**src/rtl/pipeline_hazard_ctrl.sv**
```systemverilog
// pipeline_hazard_ctrl
//    Hazard unit for a five-stage pipeline that also has a multi-cycle ALU
//    operation (modular multiply) in execute. It produces stall, flush and
//    forwarding controls, and counts the cycles in which fetch is stalled.
//
// Ports
//    clk                     sole clock, rising edge
//    rst                     asynchronous reset, active low
//    RA1D, RA2D              decode-stage source registers
//    RA1E, RA2E              execute-stage source registers
//    WA3E, WA3M, WA3W        destination registers in E, M and W
//    RegWriteE/M/W           register-write enables in E, M and W
//    MemtoRegE               instruction in execute is a load
//    PCSrcE                  taken branch / PC write resolved in execute
//    mc_startE, mc_done      multi-cycle op entering execute / completing
//    StallF, StallD, StallE  hold enables for the IF, IF/ID and ID/EX registers
//    FlushD, FlushE          synchronous clears for the IF/ID and ID/EX registers
//    ForwardAE, ForwardBE    operand source: 00 regfile, 01 from W, 10 from M
//    stall_cycles            saturating count of cycles with StallF high
//
// Build option
//    HAZARD_FWD_EN  defined: M/W forwarding; only load-use stalls.
//                   undefined: forwarding tied to 00; any RAW against E or M
//                   stalls decode.
//    W-stage matches never stall: the register file is write-first.

module pipeline_hazard_ctrl (
   input  logic        clk,
   input  logic        rst,
   input  logic [3:0]  RA1D,
   input  logic [3:0]  RA2D,
   input  logic [3:0]  RA1E,
   input  logic [3:0]  RA2E,
   input  logic [3:0]  WA3E,
   input  logic [3:0]  WA3M,
   input  logic [3:0]  WA3W,
   input  logic        RegWriteE,
   input  logic        RegWriteM,
   input  logic        RegWriteW,
   input  logic        MemtoRegE,
   input  logic        PCSrcE,
   input  logic        mc_startE,
   input  logic        mc_done,
   output logic        StallF,
   output logic        StallD,
   output logic        StallE,
   output logic        FlushD,
   output logic        FlushE,
   output logic [1:0]  ForwardAE,
   output logic [1:0]  ForwardBE,
   output logic [15:0] stall_cycles
);

   typedef enum logic {RUN, MCBUSY} state_t;

   state_t state, state_nxt;
   logic   raw_hazard;

   // ------------------------------------------------------------------
   // Decode-stage RAW detection and forwarding select
   // ------------------------------------------------------------------
`ifdef HAZARD_FWD_EN
   // With forwarding only a load in execute cannot supply its result in time.
   always_comb begin
      raw_hazard = MemtoRegE && RegWriteE && ((RA1D == WA3E) || (RA2D == WA3E));
   end

   function automatic logic [1:0] fwd_sel(
      input logic [3:0] ra,
      input logic [3:0] wa_m,
      input logic [3:0] wa_w,
      input logic       we_m,
      input logic       we_w
   );
      logic [1:0] sel;
      sel = 2'b00;
      if (we_m && (ra == wa_m))
         sel = 2'b10;
      else if (we_w && (ra == wa_w))
         sel = 2'b01;
      return sel;
   endfunction

   always_comb begin
      ForwardAE = '0;
      ForwardBE = '0;
      if (rst) begin
         ForwardAE = fwd_sel(RA1E, WA3M, WA3W, RegWriteM, RegWriteW);
         ForwardBE = fwd_sel(RA2E, WA3M, WA3W, RegWriteM, RegWriteW);
      end
   end
`else
   // Without forwarding any producer still in E or M must retire first.
   always_comb begin
      raw_hazard = (RegWriteE && ((RA1D == WA3E) || (RA2D == WA3E))) ||
                   (RegWriteM && ((RA1D == WA3M) || (RA2D == WA3M)));
   end

   always_comb begin
      ForwardAE = '0;
      ForwardBE = '0;
   end

   logic unused_nofwd;
   assign unused_nofwd = ^{RA1E, RA2E, WA3W, RegWriteW, MemtoRegE};
`endif

   // ------------------------------------------------------------------
   // Control FSM: next state and stall/flush outputs
   // ------------------------------------------------------------------
   always_comb begin
      state_nxt = state;
      StallF    = 1'b0;
      StallD    = 1'b0;
      StallE    = 1'b0;
      FlushD    = 1'b0;
      FlushE    = 1'b0;
      if (rst) begin
         case (state)
            RUN: begin
               // Start and done together is a single-cycle op: stay in RUN.
               if (mc_startE && !mc_done)
                  state_nxt = MCBUSY;
               if (PCSrcE) begin
                  FlushD = 1'b1;
                  FlushE = 1'b1;
               end else if (raw_hazard) begin
                  StallF = 1'b1;
                  StallD = 1'b1;
                  FlushE = 1'b1;
               end
            end
            MCBUSY: begin
               // Stalls drop in the done cycle so the pipeline advances on
               // that same edge; branches are not acted on while busy.
               if (mc_done) begin
                  state_nxt = RUN;
               end else begin
                  StallF = 1'b1;
                  StallD = 1'b1;
                  StallE = 1'b1;
               end
            end
            default: state_nxt = RUN;
         endcase
      end
   end

   // ------------------------------------------------------------------
   // State register and saturating stall counter
   // ------------------------------------------------------------------
   always_ff @(posedge clk or negedge rst) begin
      if (!rst) begin
         state        <= RUN;
         stall_cycles <= '0;
      end else begin
         state <= state_nxt;
         if (StallF && (stall_cycles != '1))
            stall_cycles <= stall_cycles + 16'd1;
      end
   end

endmodule
```
**config.mk**
```make
export PLATFORM = sky130hd
export DESIGN_NAME = pipeline_hazard_ctrl
export DESIGN_NICKNAME = d
export VERILOG_FILES = /design/src/rtl/pipeline_hazard_ctrl.sv
export SDC_FILE = /design/constraint.sdc
export NUM_CORES = 1
export LEC_CHECK = 0
export CAP_MARGIN = 5
export CORE_ASPECT_RATIO = 1.2
export CORE_MARGIN = 1.5
export CORE_UTILIZATION = 34
export CTS_CLUSTER_DIAMETER = 80
export DETAILED_ROUTE_END_ITERATION = 6
export GPL_ROUTABILITY_DRIVEN = 0
export GPL_TIMING_DRIVEN = 1
export PLACE_DENSITY = 0.75
export SLEW_MARGIN = 30
export SYNTH_ARGS = -nofsm -noshare
export SYNTH_HDL_FRONTEND = slang
export SYNTH_SLANG_ARGS = --single-unit
```
**constraint.sdc**
```tcl
create_clock -name clk -period 2 [get_ports clk]
set_clock_uncertainty 0.05 [all_clocks]
set_input_delay 0.4 -clock clk [delete_from_list [all_inputs] [get_ports clk]]
set_output_delay 0.4 -clock clk [all_outputs]
set_load 0.05 [all_outputs]
```
**Word level (Yosys, flattened, before mapping)**

Index checks and enable logic that the tools add are counted.

- Word-level logic and storage cells: 32
- Output and inout bits: 25
- Register bits after elaboration: 17

- Bitwise gates (word level): 1
- Reduce and logical (&&, ||, !) cells: 8
- Equality and inequality tests: 5
- Add/sub/neg operators: 1
- Multiplexer cells: 15

Operator list:

| kind | number |
|---|---|
| $add 16x1->16 const B | 1 |
| $eq 4x4->1 | 4 |
| $ne 16x16->1 const B | 1 |
| $mux 1 | 13 |
| $logic_and 1x1->1 | 4 |
| $pmux 1 s2 | 2 |
| $logic_or 1x1->1 | 3 |
| $logic_not 1->1 | 1 |
| $not 1->1 | 1 |

**Logic depth before layout (Yosys ltp)**

Gate-level depths: netlist (run 1).

- Word-level depth: 9
- Depth in mapped cells: 8

**Worst setup path before layout (run 1)**

No wires, ideal clock.

- Kind: reg-to-reg
- Start point: register stall_cycles[0]
- End point: register stall_cycles[1]
- Data arrival time: 2.311 ns
- Data required time: 1.825 ns
- Path slack: -0.485 ns
- Path buffers: 0
- Stages on the path, launching flop included: 8
- Path through: dfrtp_1 -> ha_1 -> nand2_1 -> nor2_1 -> and3_1 -> or3b_2 -> o21ai_4 -> mux2_2

- Cells in the longest elaborated chain, start to end: 2

Ends and longest elaborated chain:

| what | line | text |
|---|---|---|
| from (decl) | 51 | `output logic [15:0] stall_cycles` |
| from (signal assigned) | 159 | `stall_cycles <= stall_cycles + 16'd1;` |
| parallel branches: the longest is 2 deep, another holds $add 16x1->16 | - |  |

Parallel ways; which one is timed is not known.
A chain may end at the register's enable or synchronous reset.

**Final worst setup path (run 1)**

- Start point: input port RA2D[1]
- End point: output port StallF

- Cells in the longest elaborated chain, start to end: 8

Ends and longest elaborated chain:

| what | line | text |
|---|---|---|
| from (decl) | 31 | `input logic [3:0] RA2D,` |
| $eq 4x4->1, on equally long branches | 95, 96 |  |
| $logic_or 1x1->1, on equally long branches | 95, 96 |  |
| $logic_and 1x1->1, on equally long branches | 95, 96 |  |
| $logic_or 1x1->1 (*) | 95 | `raw_hazard = (RegWriteE && ((RA1D == WA3E) \|\| (RA2D == WA3E))) \|\|` |
| $mux 1 (*) | 127 | `end else if (raw_hazard) begin` |
| $mux 1 (*) | 124 | `if (PCSrcE) begin` |
| $pmux 1 s2 (*) | 119 | `case (state)` |
| $mux 1 (*) | 118 | `if (rst) begin` |
| to (decl) | 44 | `output logic StallF,` |

Every way passes the cells marked *; elsewhere a longest branch is shown, timed or not.

==> results.py, run 1 <==
metrics = {
    "outcome": {
        "violations": "negative setup slack",
        "status": "finished, violations left",
    },
    "timing": {
        "post-route-period-util": 1.16,
        "post-route-min-period_ns": 2.31,
        "fin_tns_setup_ns": -1.13,
        "timing.fmax_mhz": 432,
        "slew_violations": 0,
        "rsz0062_at_grt": "yes",
        "hold_viol_final": 0,
        "finalSetupViolCount": 11,
        "hold-worst-slack_ns": 0.208,
        "layout_setup_ws_ns": -0.313,
    },
    "placement": {
        "io_buffer_count": 43,
        "dp_hpwl_um": 2390,
    },
    "die": {
        "die_area_mm2": 0.00357,
        "rows": 22,
        "start_util": 0.358,
        "core_mm2": 0.00306,
        "die_y_um": 65.2,
        "fp.dieW_um": 54.8,
        "pin_count": 62,
    },
    "power": {
        "p_per_area_mw_per_mm2": 657,
        "ir_worst_vdd_mv": 1.13,
        "leakagePower_uw": 0.000962,
    },
    "drt": {
        "wl_per_cell_um": 15.5,
        "dr.pass1.iters": 4,
        "wl_um": 3420,
        "drtIter0Drc": 9,
        "postRouteAntennaNets": 0,
        "dr_total_vias": 1092,
        "drc": 0,
        "via_per_inst": 4.94,
    },
    "synth": {
        "synth_top_area_frac": 0.389,
        "synth-edff-count": 0,
        "synth-seq-cells": 17,
        "synth_area_leaders": "dfrtp_1, xor2_1, buf_4, nor4_1, nand3_1",
        "synthTopCellsByCount": "xor2_1, dfrtp_1, nand2_1, nor2_1, nand3_1",
        "yosysWarnings": 0,
        "yosys.area.top_type": "dfrtp_1",
        "syn_avg_cell_area_um2": 9.69,
        "syn_inst": 113,
        "syn_area_mm2": 0.00109,
        "synthArstFlopShare": 1.00,
        "yosysUniqueCellTypes": 29,
        "synthFlopType": "dfrtp_1",
        "ys_seq_area_frac": 0.389,
        "synth.most_common_cell": "xor2_1",
    },
    "clocking": {
        "cts_sinks": 17,
        "cts_tree": "yes",
        "tritoncts.num_buffers": 3,
        "cts_max_level": 1,
        "cts.path.max_buffers": 2,
        "cts-root-buf": "clkbuf_4",
        "clock_latency_ns": 0.29,
        "path_clk_slew_ns": 0.09,
    },
    "layout": {
        "fin_util": 0.665,
        "nNetsFinal": 224,
        "drive_above_1_share": 0.589,
        "area_growth_pct": 85.5,
        "antenna_cells": 0,
    },
    "grt": {
        "grt_usage": 0.192,
        "grt_pass1_wl_um": 4970,
        "grt_pass1_vias": 1136,
        "grt_max_degree": 13,
        "grt-ovfl-total": 0,
        "antenna_found_initial": 0,
    },
    "critical_path": {
        "startpoint_type": "input port",
        "crit_fanout": 4,
        "crit_required_ns": 1.55,
        "rr_worst_depth": 8,
        "endpoint_kind": "output pin",
        "cp_data_arrival_time_ns": 1.86,
        "worstSetupPathType": "in2out",
    },
    "hold_path": {
        "min_path_type": "in2async",
    },
    "run": {
        "maxCapViolCount": 0,
    },
}
-- cell families (layout without fill, tap and decap cells) --
logic type               count (synthesis)  after routing  synth area share
XOR/XNOR                                29             29             0.232
adder cells (fa/ha/maj)                  1              1            0.0114
AND/OR/NAND/NOR                         45             45             0.217
flip-flops                              17             17             0.389
buffers and inverters                    8             77            0.0480
other                                    1              4           0.00343
multiplexers                             1              1            0.0103
AO/OA/AOI/OAI                           11             11            0.0891
-- where the power goes --
| part | leakage (µW) | switching, µW | internal [µW] |
|---|---|---|---|
| Clock | 0.0000177 | 110 | 74.3 |
| Sequential | 0.000222 | 45.3 | 396 |
| Combinational | 0.000722 | 408 | 300 |
-- path summary, 6_finish.rpt --
| path | end | start | slack, ns |
|---|---|---|---|
| hold / removal | stall_cycles[4] | rst | 0.21 |
| max in group asynchronous | stall_cycles[5] | rst | 1.50 |
| min in group clk | stall_cycles[4] | stall_cycles[4] | 0.43 |
| setup reg to reg | stall_cycles[1] | stall_cycles[0] | -0.08 |
| hold reg to reg | stall_cycles[4] | stall_cycles[4] | 0.43 |
| setup / recovery | StallF | RA2D[1] | -0.31 |
-- layout by cell type (no fill, tap or decap), types with 5 or more instances in the layout --
cell	netlist	final
buf_12	0	5
buf_2	0	10
buf_4	6	37
buf_6	0	10
clkdlybuf4s50_1	0	5
dfrtp_1	17	12
dfrtp_2	0	5
nand2_1	9	8
nand3_1	7	5
xor2_1	25	17
xor2_2	0	7
-- critical path: stages --
cell and delay [ns]:
buf_2 0.13, xor2_1 0.17, nor4_2 0.30, o21ai_2 0.11, a2111oi_4 0.37, or2_4 0.23, buf_12 0.15
-- layout make-up --
cell class | count | area, µm²
clock buffer | 3 | 22.5
clock inverter | 1 | 5.00
fill | 241 | 1020
inverter | 2 | 7.51
multi-input combinational | 91 | 881
sequential | 17 | 432
tap | 36 | 45.0
timing repair buffer | 71 | 638
-- flip-flops by register name, summed over array words and instances, names as in the netlist --
register      flops
stall_cycles     16
state             1
-- layer usage --
metal  vias to the layer above  track usage  part of all wire
li1                        521            -                 -
met1                       534        0.204              0.37
met2                        35        0.351              0.56
met3                         2       0.0386             0.070
met4                         0       0.0750            0.0067
met5                         -            0                 0
-- through the flow --
stage	instance area (µm²)	total power, µW	instances	setup WS (ns)
3_5_place_dp	1750	1070	209	-0.790
3_3_place_gp	1750	1050	209	-0.674
4_1_cts	1820	1270	216	-0.376
5_1_grt	2030	1410	221	-0.370
6_report	2030	1330	221	-0.313
2_1_floorplan	1180	789	116	-0.298
-- repair_timing --
action,4_1_cts,5_1_grt
endpoints found under the setup margin,21,19
hold buffers,0,0
setup buffers,4,7
gates resized for setup,87,36
pin swaps,20,24
No activity file was read; power rests on OpenSTA's default activity.
==> run 2: changes to the inputs <==
--- a/config.mk
+++ b/config.mk
@@ -11,10 +11,9 @@
 export CORE_UTILIZATION = 34
 export CTS_CLUSTER_DIAMETER = 80
 export DETAILED_ROUTE_END_ITERATION = 6
-export GPL_ROUTABILITY_DRIVEN = 0
 export GPL_TIMING_DRIVEN = 1
 export PLACE_DENSITY = 0.75
-export SLEW_MARGIN = 30
+export RECOVER_POWER = 50
 export SYNTH_ARGS = -nofsm -noshare
 export SYNTH_HDL_FRONTEND = slang
 export SYNTH_SLANG_ARGS = --single-unit
==> run 2 against run 1 <==
Net effect:
- the run still ends with negative setup slack left
- final cell count stayed put
- non-clock buffer count is the same
- register-to-register slack hardly changed
- fmax stayed put
- sequential cell count unchanged
- via count hardly changed
- critical endpoint unchanged
- critical path type unchanged
- worst hold slack better by 0.048 ns
- largest power group unchanged
- routed wire length down 0.18%
- power shrank 0.13%
- cell area down 0.37%
- clock power hardly changed
- critical path depth unchanged
==> results.py, run 2 (synthesis gave the netlist of run 1 again) <==
metrics = {
    "power": {
        "power_uw": 1330,
        "leakagePower_uw": 0.000954,
        "p_per_area_mw_per_mm2": 658,
        "ir_worst_vdd_mv": 1.13,
        "comb_power_share": 0.530,
        "p_sw_uw": 564,
        "power.internal_uw": 768,
        "clockPowerShare": 0.139,
        "p_seq_frac": 0.331,
        "swShare": 0.423,
    },
    "layout": {
        "drive_above_1_share": 0.578,
        "largest_reg_flops": 16,
        "area_growth_pct": 84.8,
        "top_regs": "stall_cycles (16), state (1)",
        "antenna_cells": 0,
        "layout_common_cells": "buf_4, xor2_1, dfrtp_1",
        "regMostFlops": "stall_cycles",
        "final_common_cell": "buf_4",
        "nFillCells": 245,
        "nNetsFinal": 224,
    },
    "timing": {
        "slew_violations": 0,
        "finalSetupViolCount": 11,
        "hold_viol_final": 0,
        "max_slew_margin": 0.546,
        "fin_tns_setup_ns": -1.13,
        "worstMarginPinSlew_ns": 0.681,
        "post-route-period-util": 1.16,
        "layout_setup_ws_ns": -0.313,
        "timing.fmax_mhz": 432,
        "post-route-min-period_ns": 2.31,
        "rsz0062_at_grt": "yes",
    },
    "grt": {
        "grt_pass1_vias": 1136,
        "grt-ovfl-total": 0,
        "grt_pass1_wl_um": 4970,
        "grt_usage": 0.192,
        "grt_max_degree": 13,
        "antenna_found_initial": 0,
    },
    "die": {
        "fp.dieW_um": 54.8,
        "core_mm2": 0.00306,
        "die_area_mm2": 0.00357,
        "pin_count": 62,
        "die_y_um": 65.2,
        "rows": 22,
        "start_util": 0.358,
    },
    "critical_path": {
        "crit_fanout": 4,
        "crit_required_ns": 1.55,
        "rr_startpoint": "stall_cycles[0]",
        "worstSetupPathType": "in2out",
        "critical_path.reg2reg.endpoint": "stall_cycles[1]",
        "cp_data_arrival_time_ns": 1.86,
        "startpoint_type": "input port",
        "regToRegSetupSlack_ns": -0.08,
        "endpoint_kind": "output pin",
        "rr_worst_depth": 8,
    },
    "drt": {
        "wl_um": 3410,
        "wl_per_cell_um": 15.4,
        "postRouteAntennaNets": 0,
        "drtIter0Drc": 9,
        "dr_total_vias": 1093,
        "via_per_inst": 4.95,
        "drc": 0,
        "dr.pass1.iters": 4,
    },
    "clocking": {
        "clock_latency_ns": 0.29,
        "cts-root-buf": "clkbuf_4",
        "cts.path.max_buffers": 2,
        "cts_sinks": 17,
        "cts_tree": "yes",
        "path_clk_slew_ns": 0.09,
        "cts_max_level": 1,
        "tritoncts.num_buffers": 3,
    },
    "run": {
        "maxCapViolCount": 0,
    },
    "placement": {
        "dp_hpwl_um": 2390,
        "place.gp.congestion": 0.796,
        "io_buffer_count": 43,
    },
    "outcome": {
        "status": "finished, violations left",
        "violations": "negative setup slack",
    },
    "hold_path": {
        "min_path_type": "in2async",
    },
}
## run 2: area by class of cell
cell class	count	area (µm²)	area share
Tap cell	36	45.0	0.0223
Inverter	2	7.51	0.00371
Timing Repair Buffer	71	631	0.312
Sequential cell	17	432	0.213
Multi-Input combinational cell	91	881	0.435
Clock buffer	3	22.5	0.0111
Clock inverter	1	5.00	0.00247
## run 2: what timing repair did
action | 4_1_cts | 5_1_grt
hold buffers | 0 | 0
buffers inserted | 4 | 7
endpoints found under the setup margin | 21 | 19
pin swaps | 20 | 24
resized for setup | 87 | 36
## run 2: layer usage
| layer | share of wire | routed length (µm) | vias up | track usage |
|---|---|---|---|---|
| li1 | - | - | 521 | - |
| met5 | 0 | 0 | - | 0 |
| met1 | 0.36 | 1240 | 535 | 0.204 |
| met3 | 0.070 | 240 | 2 | 0.0386 |
| met2 | 0.56 | 1910 | 35 | 0.351 |
| met4 | 0.0067 | 23 | 0 | 0.0750 |
## run 2: how the worst max path moves through the flow
stage | start | endpoint | cells past startpoint
after floorplan | RA1D[2] | StallF | 7
after global placement | RA1D[2] | StallF | 7
after detailed placement | WA3E[2] | stall_cycles[9] | 10
after CTS | RA1D[1] | StallF | 7
after global routing | WA3M[2] | StallF | 7
final | RA2D[1] | StallF | 7
## run 2: power by group through the flow
stage | sequential (µW) | combinational [µW] | clock, µW
finish | 441 | 706 | 185
floorplan | 613 | 176 | 0
detailed placement | 443 | 625 | 0
global route | 446 | 751 | 213
CTS | 438 | 643 | 190
global placement | 440 | 607 | 0
## run 2: critical path, cell delays in order
cell,delay [ns]
buf_2,0.13
xor2_1,0.17
nor4_2,0.30
o21ai_2,0.11
a2111oi_4,0.37
or2_4,0.23
buf_12,0.15
## run 2: metrics by stage
stage | cell area (µm²) | utilization | std cells | setup slack [ns] | hold slack, ns
floorplan | 1180 | - | 116 | -0.298 | 0.0544
global placement | 1750 | 0.573 | 209 | -0.674 | 0.422
detailed placement | 1750 | 0.573 | 209 | -0.790 | 0.427
CTS | 1820 | 0.596 | 216 | -0.376 | 0.193
global route | 2020 | 0.662 | 221 | -0.370 | 0.257
finish | 2020 | 0.662 | 221 | -0.313 | 0.256
